## config.mk

```make
export PLATFORM = sky130hd
export DESIGN_NAME = huff_encoder_stream
export DESIGN_NICKNAME = d
export VERILOG_FILES = /design/src/rtl/huff_encoder_stream.sv
export SDC_FILE = /design/constraint.sdc
export NUM_CORES = 1
export LEC_CHECK = 0
export BUFFER_PORTS_ARGS = -buffer_cell sky130_fd_sc_hd__buf_4
export CORE_MARGIN = 1.5
export CORE_UTILIZATION = 50
export CTS_BUF_LIST = sky130_fd_sc_hd__clkbuf_4 sky130_fd_sc_hd__clkbuf_8 sky130_fd_sc_hd__clkbuf_16
export CTS_CLUSTER_SIZE = 12
export DETAILED_ROUTE_END_ITERATION = 8
export PLACE_DENSITY = 0.66
export SLEW_MARGIN = 15
export SYNTH_ARGS = -nofsm -noshare
export SYNTH_HDL_FRONTEND = slang
export SYNTH_SLANG_ARGS = --single-unit
```

## constraint.sdc

```tcl
create_clock -name clk -period 39.7 [get_ports clk]
set_input_delay 5.955 -clock clk [delete_from_list [all_inputs] [get_ports clk]]
set_output_delay 5.955 -clock clk [all_outputs]
set_load 0.02 [all_outputs]
```

## src/rtl/huff_encoder_stream.sv

```systemverilog
// Streaming Huffman encoder: loads up to MAX_CHAR_COUNT (char, freq) pairs, builds the tree
// one merge per cycle, assigns codes top-down, then emits one (char, code, len) beat per symbol.
module huff_encoder_stream #(
    parameter int MAX_CHAR_COUNT = 4,
    parameter int CHAR_W         = 8,
    parameter int FREQ_W         = 4,
    parameter int CODE_W         = MAX_CHAR_COUNT - 1,
    parameter int WGT_W          = FREQ_W + $clog2(MAX_CHAR_COUNT)
) (
    input  logic                         clk,
    input  logic                         reset,
    input  logic                         in_valid,
    output logic                         in_ready,
    input  logic [CHAR_W-1:0]            in_char,
    input  logic [FREQ_W-1:0]            in_freq,
    input  logic                         in_last,
    output logic                         out_valid,
    input  logic                         out_ready,
    output logic [CHAR_W-1:0]            out_char,
    output logic [CODE_W-1:0]            out_code,
    output logic [$clog2(CODE_W+1)-1:0]  out_len,
    output logic                         done
);

    localparam int unsigned NODES = 2 * MAX_CHAR_COUNT - 1;
    localparam int unsigned IDX_W = $clog2(NODES);
    localparam int unsigned LEN_W = $clog2(CODE_W + 1);

    typedef logic [IDX_W-1:0] idx_t;
    typedef enum logic [1:0] {ST_LOAD, ST_BUILD, ST_CODE, ST_EMIT} state_t;

    state_t             state;
    logic [WGT_W-1:0]   weight   [NODES];
    logic [NODES-1:0]   active;
    idx_t               left_c   [NODES];
    idx_t               right_c  [NODES];
    logic [CODE_W-1:0]  code     [NODES];
    logic [LEN_W-1:0]   len      [NODES];
    logic [CHAR_W-1:0]  chars    [NODES];

    idx_t k;
    idx_t xfer_cnt;
    idx_t node_ptr;
    idx_t root_idx;
    idx_t emit_idx;

    // Two smallest active weights; strict compare in ascending index order gives lower-index ties.
    idx_t             sel_a, sel_b;
    logic [WGT_W-1:0] w_a, w_b;
    logic             found_a, found_b;

    always_comb begin
        sel_a   = '0;
        w_a     = '0;
        found_a = 1'b0;
        for (int unsigned i = 0; i < NODES; i++) begin
            if (active[i] && (!found_a || weight[i] < w_a)) begin
                found_a = 1'b1;
                w_a     = weight[i];
                sel_a   = idx_t'(i);
            end
        end
        sel_b   = '0;
        w_b     = '0;
        found_b = 1'b0;
        for (int unsigned i = 0; i < NODES; i++) begin
            if (active[i] && idx_t'(i) != sel_a && (!found_b || weight[i] < w_b)) begin
                found_b = 1'b1;
                w_b     = weight[i];
                sel_b   = idx_t'(i);
            end
        end
    end

    logic in_fire, keep, load_exit;
    idx_t k_next;

    always_comb begin
        in_fire   = in_valid && in_ready;
        keep      = (in_freq != '0);
        k_next    = k + idx_t'(keep);
        load_exit = in_last || (xfer_cnt == idx_t'(MAX_CHAR_COUNT - 1));
    end

    idx_t              beat_idx;
    logic [CHAR_W-1:0] beat_char;
    logic [CODE_W-1:0] beat_code;
    logic [LEN_W-1:0]  beat_len;
    logic              emit_last;

    always_comb begin
        beat_idx  = out_valid ? emit_idx + 1'b1 : emit_idx;
        beat_char = chars[beat_idx];
        beat_code = (k == idx_t'(1)) ? '0 : code[beat_idx];
        beat_len  = (k == idx_t'(1)) ? LEN_W'(1) : len[beat_idx];
        emit_last = (emit_idx == k - 1'b1);
    end

    always_ff @(posedge clk or posedge reset) begin
        if (reset) begin
            state     <= ST_LOAD;
            in_ready  <= 1'b1;
            out_valid <= 1'b0;
            done      <= 1'b0;
            out_char  <= '0;
            out_code  <= '0;
            out_len   <= '0;
            k         <= '0;
            xfer_cnt  <= '0;
            node_ptr  <= '0;
            root_idx  <= '0;
            emit_idx  <= '0;
            active    <= '0;
            for (int unsigned i = 0; i < NODES; i++) begin
                weight[i]  <= '0;
                left_c[i]  <= '0;
                right_c[i] <= '0;
                code[i]    <= '0;
                len[i]     <= '0;
                chars[i]   <= '0;
            end
        end else begin
            done <= 1'b0;
            case (state)
                ST_LOAD: begin
                    if (in_fire) begin
                        if (keep) begin
                            weight[k] <= WGT_W'(in_freq);
                            active[k] <= 1'b1;
                            chars[k]  <= in_char;
                        end
                        k        <= k_next;
                        xfer_cnt <= xfer_cnt + 1'b1;
                        if (load_exit) begin
                            xfer_cnt <= '0;
                            if (k_next == '0) begin
                                done <= 1'b1;
                            end else if (k_next == idx_t'(1)) begin
                                state    <= ST_EMIT;
                                in_ready <= 1'b0;
                                emit_idx <= '0;
                            end else begin
                                state    <= ST_BUILD;
                                in_ready <= 1'b0;
                                node_ptr <= k_next;
                                root_idx <= idx_t'(2 * k_next - 2);
                            end
                        end
                    end
                end

                ST_BUILD: begin
                    weight[node_ptr]  <= w_a + w_b;
                    left_c[node_ptr]  <= sel_a;
                    right_c[node_ptr] <= sel_b;
                    code[node_ptr]    <= '0;
                    len[node_ptr]     <= '0;
                    active[node_ptr]  <= 1'b1;
                    active[sel_a]     <= 1'b0;
                    active[sel_b]     <= 1'b0;
                    if (node_ptr == root_idx) begin
                        state <= ST_CODE;
                    end else begin
                        node_ptr <= node_ptr + 1'b1;
                    end
                end

                // Children always have lower indices than their parent, so a descending walk
                // from the root sees every parent code settled before it is extended.
                ST_CODE: begin
                    code[left_c[node_ptr]]  <= code[node_ptr] << 1;
                    code[right_c[node_ptr]] <= (code[node_ptr] << 1) | CODE_W'(1);
                    len[left_c[node_ptr]]   <= len[node_ptr] + 1'b1;
                    len[right_c[node_ptr]]  <= len[node_ptr] + 1'b1;
                    if (node_ptr == k) begin
                        state    <= ST_EMIT;
                        emit_idx <= '0;
                    end else begin
                        node_ptr <= node_ptr - 1'b1;
                    end
                end

                ST_EMIT: begin
                    if (!out_valid || out_ready) begin
                        if (out_valid && emit_last) begin
                            out_valid <= 1'b0;
                            done      <= 1'b1;
                            state     <= ST_LOAD;
                            in_ready  <= 1'b1;
                            k         <= '0;
                            active    <= '0;
                        end else begin
                            out_valid <= 1'b1;
                            out_char  <= beat_char;
                            out_code  <= beat_code;
                            out_len   <= beat_len;
                            emit_idx  <= beat_idx;
                        end
                    end
                end

                default: state <= ST_LOAD;
            endcase
        end
    end

endmodule

```

**Word-level counts from Yosys, hierarchy flattened**

Index checks and enable logic that the tools add are counted.

- Input bits: 17
- ROM bits: 0
- Logic and storage cells: 366
- Memories: 0
- Latch bits: 0
- Register bits after elaboration: 215
- Output and inout bits: 16
- Bits in writable memories: 0

- Mux-type cells: 149
- Shifts and indexed selects: 0
- Multiply operators: 0
- $add $sub $neg: 9
- Bitwise operators: 18
- $lt $le $gt $ge: 29
- Eq/ne operators: 28
- Reductions and logical operators: 78
- Div/mod/pow operators: 0

Operator list:

| kind | count |
|---|---|
| 2-to-1 mux 3 bit | 38 |
| 2-to-1 mux 6 bit | 16 |
| bitwise mux 21 bit | 4 |
| bitwise mux 42 bit | 2 |
| 2-to-1 mux 42 bit | 2 |
| one-hot mux 42 bit (2 select lines) | 1 |
| < comparator 6 bit | 12 |
| bitwise mux 56 bit | 1 |
| one-hot mux 21 bit (2 select lines) | 1 |
| binary-select mux 3 bit (select 3 bit) | 4 |
| demux 6 bit (select 3 bit) | 2 |
| 2-to-1 mux 2 bit | 18 |
| logical AND 1 bit | 29 |
| 2-to-1 mux 1 bit | 29 |
| bitwise mux 14 bit | 2 |
| 2-to-1 mux 7 bit | 4 |
| one-hot mux 14 bit (2 select lines) | 1 |
| demux 3 bit (select 3 bit) | 3 |
| inequality test 2 bit, second input constant | 13 |
| binary-select mux 8 bit (select 3 bit) | 1 |
| demux 8 bit (select 3 bit) | 1 |
| 2-to-1 mux 8 bit | 3 |
| bitwise AND 21 bit | 1 |
| inverter 21 bit | 1 |
| 47 further kinds | 122 |

**Longest topological paths before layout**

- Depth in word-level cells: 59
- Gate-level depth with buffers: 129
- Gate-level depth less buffers: 119

**Least setup slack after synthesis**

Ideal clock, no wire load.

- Path type: reg2reg
- From: reg active[0]
- To: reg weight[11] (netlist bit)
- Required time: 39.569 ns
- Path slack: 16.761 ns
- Data arrival time: 22.808 ns
- Path buffers: 11
- Stages on the path, launching flop included: 122
- Period minus slack after synthesis: 22.939 ns
- Setup time: 0.131 ns
- Cells stage by stage: dfrtp_1 buf_2 clkbuf_1 nand2_1 ha_1 and3_1 a221o_1 o22ai_1 clkbuf_1 nand2_1 o21ai_0 inv_1 ha_1 a21oi_1 o21ai_0 a21oi_1 o21ai_0 nand2b_1 [... 86 more ...] a21oi_1 ha_1 a21o_1 a21oi_1 nor2b_1 a2111o_1 a21oi_1 a211o_1 clkbuf_1 o21ai_0 ha_1 a21o_1 a21oi_1 nor2b_1 o21ai_0 nand2b_1 xnor2_2 o21ai_1

- Cells in the longest elaborated chain, start to end: 55
- Elaborated cells between the ends (all ways): 97
- Those cells by class: add/sub (1); order compare (12); eq/ne (6); mux (34); reduce/logical (44)

Ends and longest elaborated chain:

| what | RTL line | RTL |
|---|---|---|
| start, declared | 34 | `logic [NODES-1:0] active;` |
| start signal, assigned | 113 | `active <= '0;` |
| start signal, assigned by index | 129 | `active[k] <= 1'b1;` |
| start signal, assigned by index | 158 | `active[node_ptr] <= 1'b1;` |
| 2-to-1 mux 6 bit or 2-to-1 mux 1 bit (tied branches) | 57 | `if (active[i] && (!found_a \|\| weight[i] < w_a)) begin` |
| < comparator 6 bit or logical NOT 1 bit (tied branches) | 57 |  |
| logical OR 1 bit | 57 |  |
| logical AND 1 bit | 57 |  |
| 2-to-1 mux 6 bit or 2-to-1 mux 1 bit (tied branches) | 57 |  |
| < comparator 6 bit or logical NOT 1 bit (tied branches) | 57 |  |
| logical OR 1 bit | 57 |  |
| logical AND 1 bit | 57 |  |
| [... 39 more ...] | -- |  |
| 2-to-1 mux 6 bit or 2-to-1 mux 1 bit (tied branches) | 67 | `if (active[i] && idx_t'(i) != sel_a && (!found_b \|\| weight[i] < w_b)) begin` |
| < comparator 6 bit or logical NOT 1 bit (tied branches) | 67 |  |
| logical OR 1 bit | 67 |  |
| logical AND 1 bit | 67 |  |
| 2-to-1 mux 6 bit | 67 |  |
| adder 6 bit (*) | 153 | `weight[node_ptr] <= w_a + w_b;` |
| bitwise mux 42 bit (*) | 153 |  |
| one-hot mux 42 bit (2 select lines) (*) | 124 | `case (state)` |
| end signal, assigned by index | 128 | `weight[k] <= WGT_W'(in_freq);` |
| end signal, assigned by index | 153 |  |
| end, declared | 33 | `logic [WGT_W-1:0] weight [NODES];` |

Every way passes the cells marked *; elsewhere a longest branch is shown, timed or not.
A chain may end at the register's enable or synchronous reset.

**Worst setup path in the final report**

- From: reg active[0]
- To: reg weight[35] (netlist bit)

Same word-level chain as after synthesis.

==> metrics.md <==
| Metric | Value |
|---|---|
| Wire per inst | `21.8 microns` |
| Synth top area cells | `dfrtp_1, ha_1, nand2_1` |
| Die X | `168 microns` |
| Levels on crit path | `111` |
| Status | `finished clean` |
| Routed Wire Length | `40900 microns` |
| Mapped Area | `0.0137 sq mm` |
| Clock buffer depth | `3` |
| Die footprint | `0.0284 sq mm` |
| Std cell rows | `60` |
| # Post-CTS Setup Buffers | `0` |
| Total chip power | `0.00147 W` |
| I/O Buffers | `32` |
| Remaining antenna violation count | `0` |
| CP Launch Type | `flip-flop` |
| Pwr per Cell Area | `98.2 mW/mm^2` |
| Area leader, netlist | `dfrtp_1` |
| Total number of vias | `11800` |
| Largest net degree at the start of global routing | `149` |
| Iter 0 DRT Violations | `993` |
| Area growth from synthesis to layout | `9.38%` |
| Post-DP HPWL | `30000 microns` |
| Vias in the first global route | `11500` |
| Setup_tns | `0 ns` |
| CTS Buf Count | `23` |
| Most frequent cells in the layout | `nand2_1, dfrtp_1, o21ai_0, a21oi_1, nor2_1` |
| Max_slew headroom | `0.190` |
| Delay-heaviest family, CP | `compound AO/OA/AOI/OAI gates` |
| # hold bufs at CTS | `0` |
| Post-cts repair resize count | `0` |
| Max Freq | `36.7 MHz` |
| Worst R2R End | `weight[35]` |
| R2R cell count | `111` |
| Synthesis-stage register bit count | `214` |
| Crit-path max FO | `19` |
| Fin cells | `1872` |
| Sink Count | `214` |
| Antenna diodes | `0` |
| Top_reg_cell synth | `dfrtp_1` |
| Final hold viol count | `0` |
| Hold crit path type | `reg -> reg` |
| Layout cell share with drive strength beyond 1 | `0.137` |
| Layout net count | `1613` |
| CP Data Arrival Time | `27.62 ns` |
| Ys Warns | `0` |
| Initial Util | `0.509` |
| Crit path kind | `reg -> reg` |
| WP buf/inv | `8` |
| Static leakage | `6.65 nW` |
| Yosys top cell area share | `0.390` |
| Register area share after synthesis | `0.392` |
| H-tree Lvls | `1` |
| Crit-path max cell delay | `0.74 ns` |
| Router iterations before antenna repair | `6` |
| CP Capture Type | `flip-flop` |
| # setup viols final | `0` |
| EDFF count, synth | `0` |
| Critical path origin | `active[0]` |
| Final Cycle Share | `0.687` |
| Synth async-reset ratio | `1.00` |
| Worst setup path end | `weight[35]` |
| Syn Area/Cell | `9.05 sq um` |
| Gr usage total | `0.294` |
| Peak VDD IR | `80.7 uV` |
| CTS tree | `done` |
| RSZ-0062 raised after global routing | `no` |
| Most frequent CP cell | `a21oi_1` |
| Number of cells after detailed placement | `1831` |
| Tightest Pin Transition | `1.21 ns` |
| Post-Syn Instances | `1511` |
| GP Congestion | `0.972` |
| Max Cap Violations | `0` |
| Core area | `0.0269 sq mm` |
| Worst clock skew | `0.0135 ns` |
| Syn nets | `1609` |
| Reg2reg start | `active[0]` |
| First-pass GRT wire length | `65500 microns` |
| CP max stage cell | `dfrtp_1` |
| Worst-Skew Late Latency | `0.50 ns` |
| Netlist cell types | `83` |
| DIE HEIGHT | `168 microns` |
| R2r setup slk | `12.43 ns` |
| # DRC | `0` |
| CTS root buf | `clkbuf_16` |
| Clock transition at the registers of the reported paths | `0.06 ns` |
| Post-Route Utilization | `0.557` |
| Vias per cell | `6.33` |
| Commonest non-fill, non-tap cell in the layout | `nand2_1` |
| Gr ovfl total | `0` |
| Boundary pin count | `33` |
| Antenna violations before repair | `0` |
| Pins Over Slew Limit | `0` |
| Min Tclk post-route | `27.27 ns` |
| WP data required | `40.06 ns` |
## Yosys cell counts (14+ instances only)
library cell    n
nand2_1       237
nor2_1         95
mux2i_1        30
inv_1          68
clkbuf_1       59
a22o_1         21
nor3_1         14
a21o_1         27
o21ai_0       169
dfrtp_1       213
a21oi_1       110
nand3_1        26
mux4_2         15
ha_1           79
a22oi_1        38
mux2_2         69
## area by class of cell
type,instances,area (sq um)
clock buffer,38,719
clock inverter,3,17.5
fill,2448,11900
inverter,72,278
multi-input combinational,1156,7800
sequential,214,5360
tap,341,427
timing repair buffer,48,360
## logic make-up after synthesis
kind of cell / after synthesis / synth area share
flip-flops: 214 / 0.392
multiplexers: 117 / 0.107
AND/OR/NAND/NOR: 447 / 0.144
XOR/XNOR: 19 / 0.0127
AO/OA/AOI/OAI: 492 / 0.230
adder cells (fa/ha/maj): 81 / 0.0752
buffers and inverters: 141 / 0.0397
## stage by stage
| stage | cell area (sq um) | setup WS (ns) | hold WS (ns) |
|---|---|---|---|
| after global placement | 14200 | 13.79 | 0.455 |
| after floorplan | 13700 | 16.76 | 0.443 |
| final | 15000 | 12.43 | 0.477 |
| after CTS | 15000 | 12.97 | 0.476 |
| after detailed placement | 14200 | 13.04 | 0.463 |
| after global routing | 15000 | 10.38 | 0.497 |
## worst reg2reg max path: cells and delay by family (launching register included)
kind | cells | cell delay (ns)
DFF | 1 | 0.74
xor gates and xnor gates | 1 | 0.45
AOI/OAI and AO/OA | 57 | 14.11
and+or+nand+nor | 26 | 5.22
adders and majority gates | 13 | 3.72
buffers and inverters | 8 | 0.89
muxes | 6 | 1.98
## state kept, by name (all words and copies together), names as in the netlist, 2 cells and up
| register | count |
|---|---|
| active | 7 |
| k | 3 |
| left_c | 21 |
| chars | 56 |
| code | 21 |
| right_c | 21 |
| out_char | 8 |
| xfer_cnt | 3 |
| weight | 42 |
| emit_idx | 3 |
| state | 2 |
| out_len | 2 |
| len | 14 |
| root_idx | 2 |
| out_code | 3 |
| node_ptr | 3 |
## power breakdown
part	total [W]	switching, W	internal [W]
clock network	0.000207	0.0000840	0.000123
logic	0.000882	0.000567	0.000315
registers	0.000379	0.0000817	0.000298
## worst min path at each step
stage / startpoint / to / slack [ns] / cells past startpoint
6_report: left_c[6] / left_c[6] / 0.48 / 2
4_1_cts: xfer_cnt[1] / xfer_cnt[1] / 0.48 / 2
2_1_floorplan: xfer_cnt[1] / xfer_cnt[1] / 0.44 / 2
3_5_place_dp: xfer_cnt[1] / xfer_cnt[1] / 0.46 / 2
3_3_place_gp: xfer_cnt[1] / xfer_cnt[1] / 0.46 / 2
5_1_grt: right_c[12] / right_c[12] / 0.50 / 2
## routing by layer
metal	wire length (microns)	GRT usage	part of all wire	vias to the layer above
li1	-	-	-	5519
met3	2450	0.0329	0.060	81
met2	18500	0.466	0.45	420
met1	18500	0.421	0.45	5829
met5	0	0	0	-
met4	1390	0.101	0.034	0
Power figures use the tool's default switching activity.
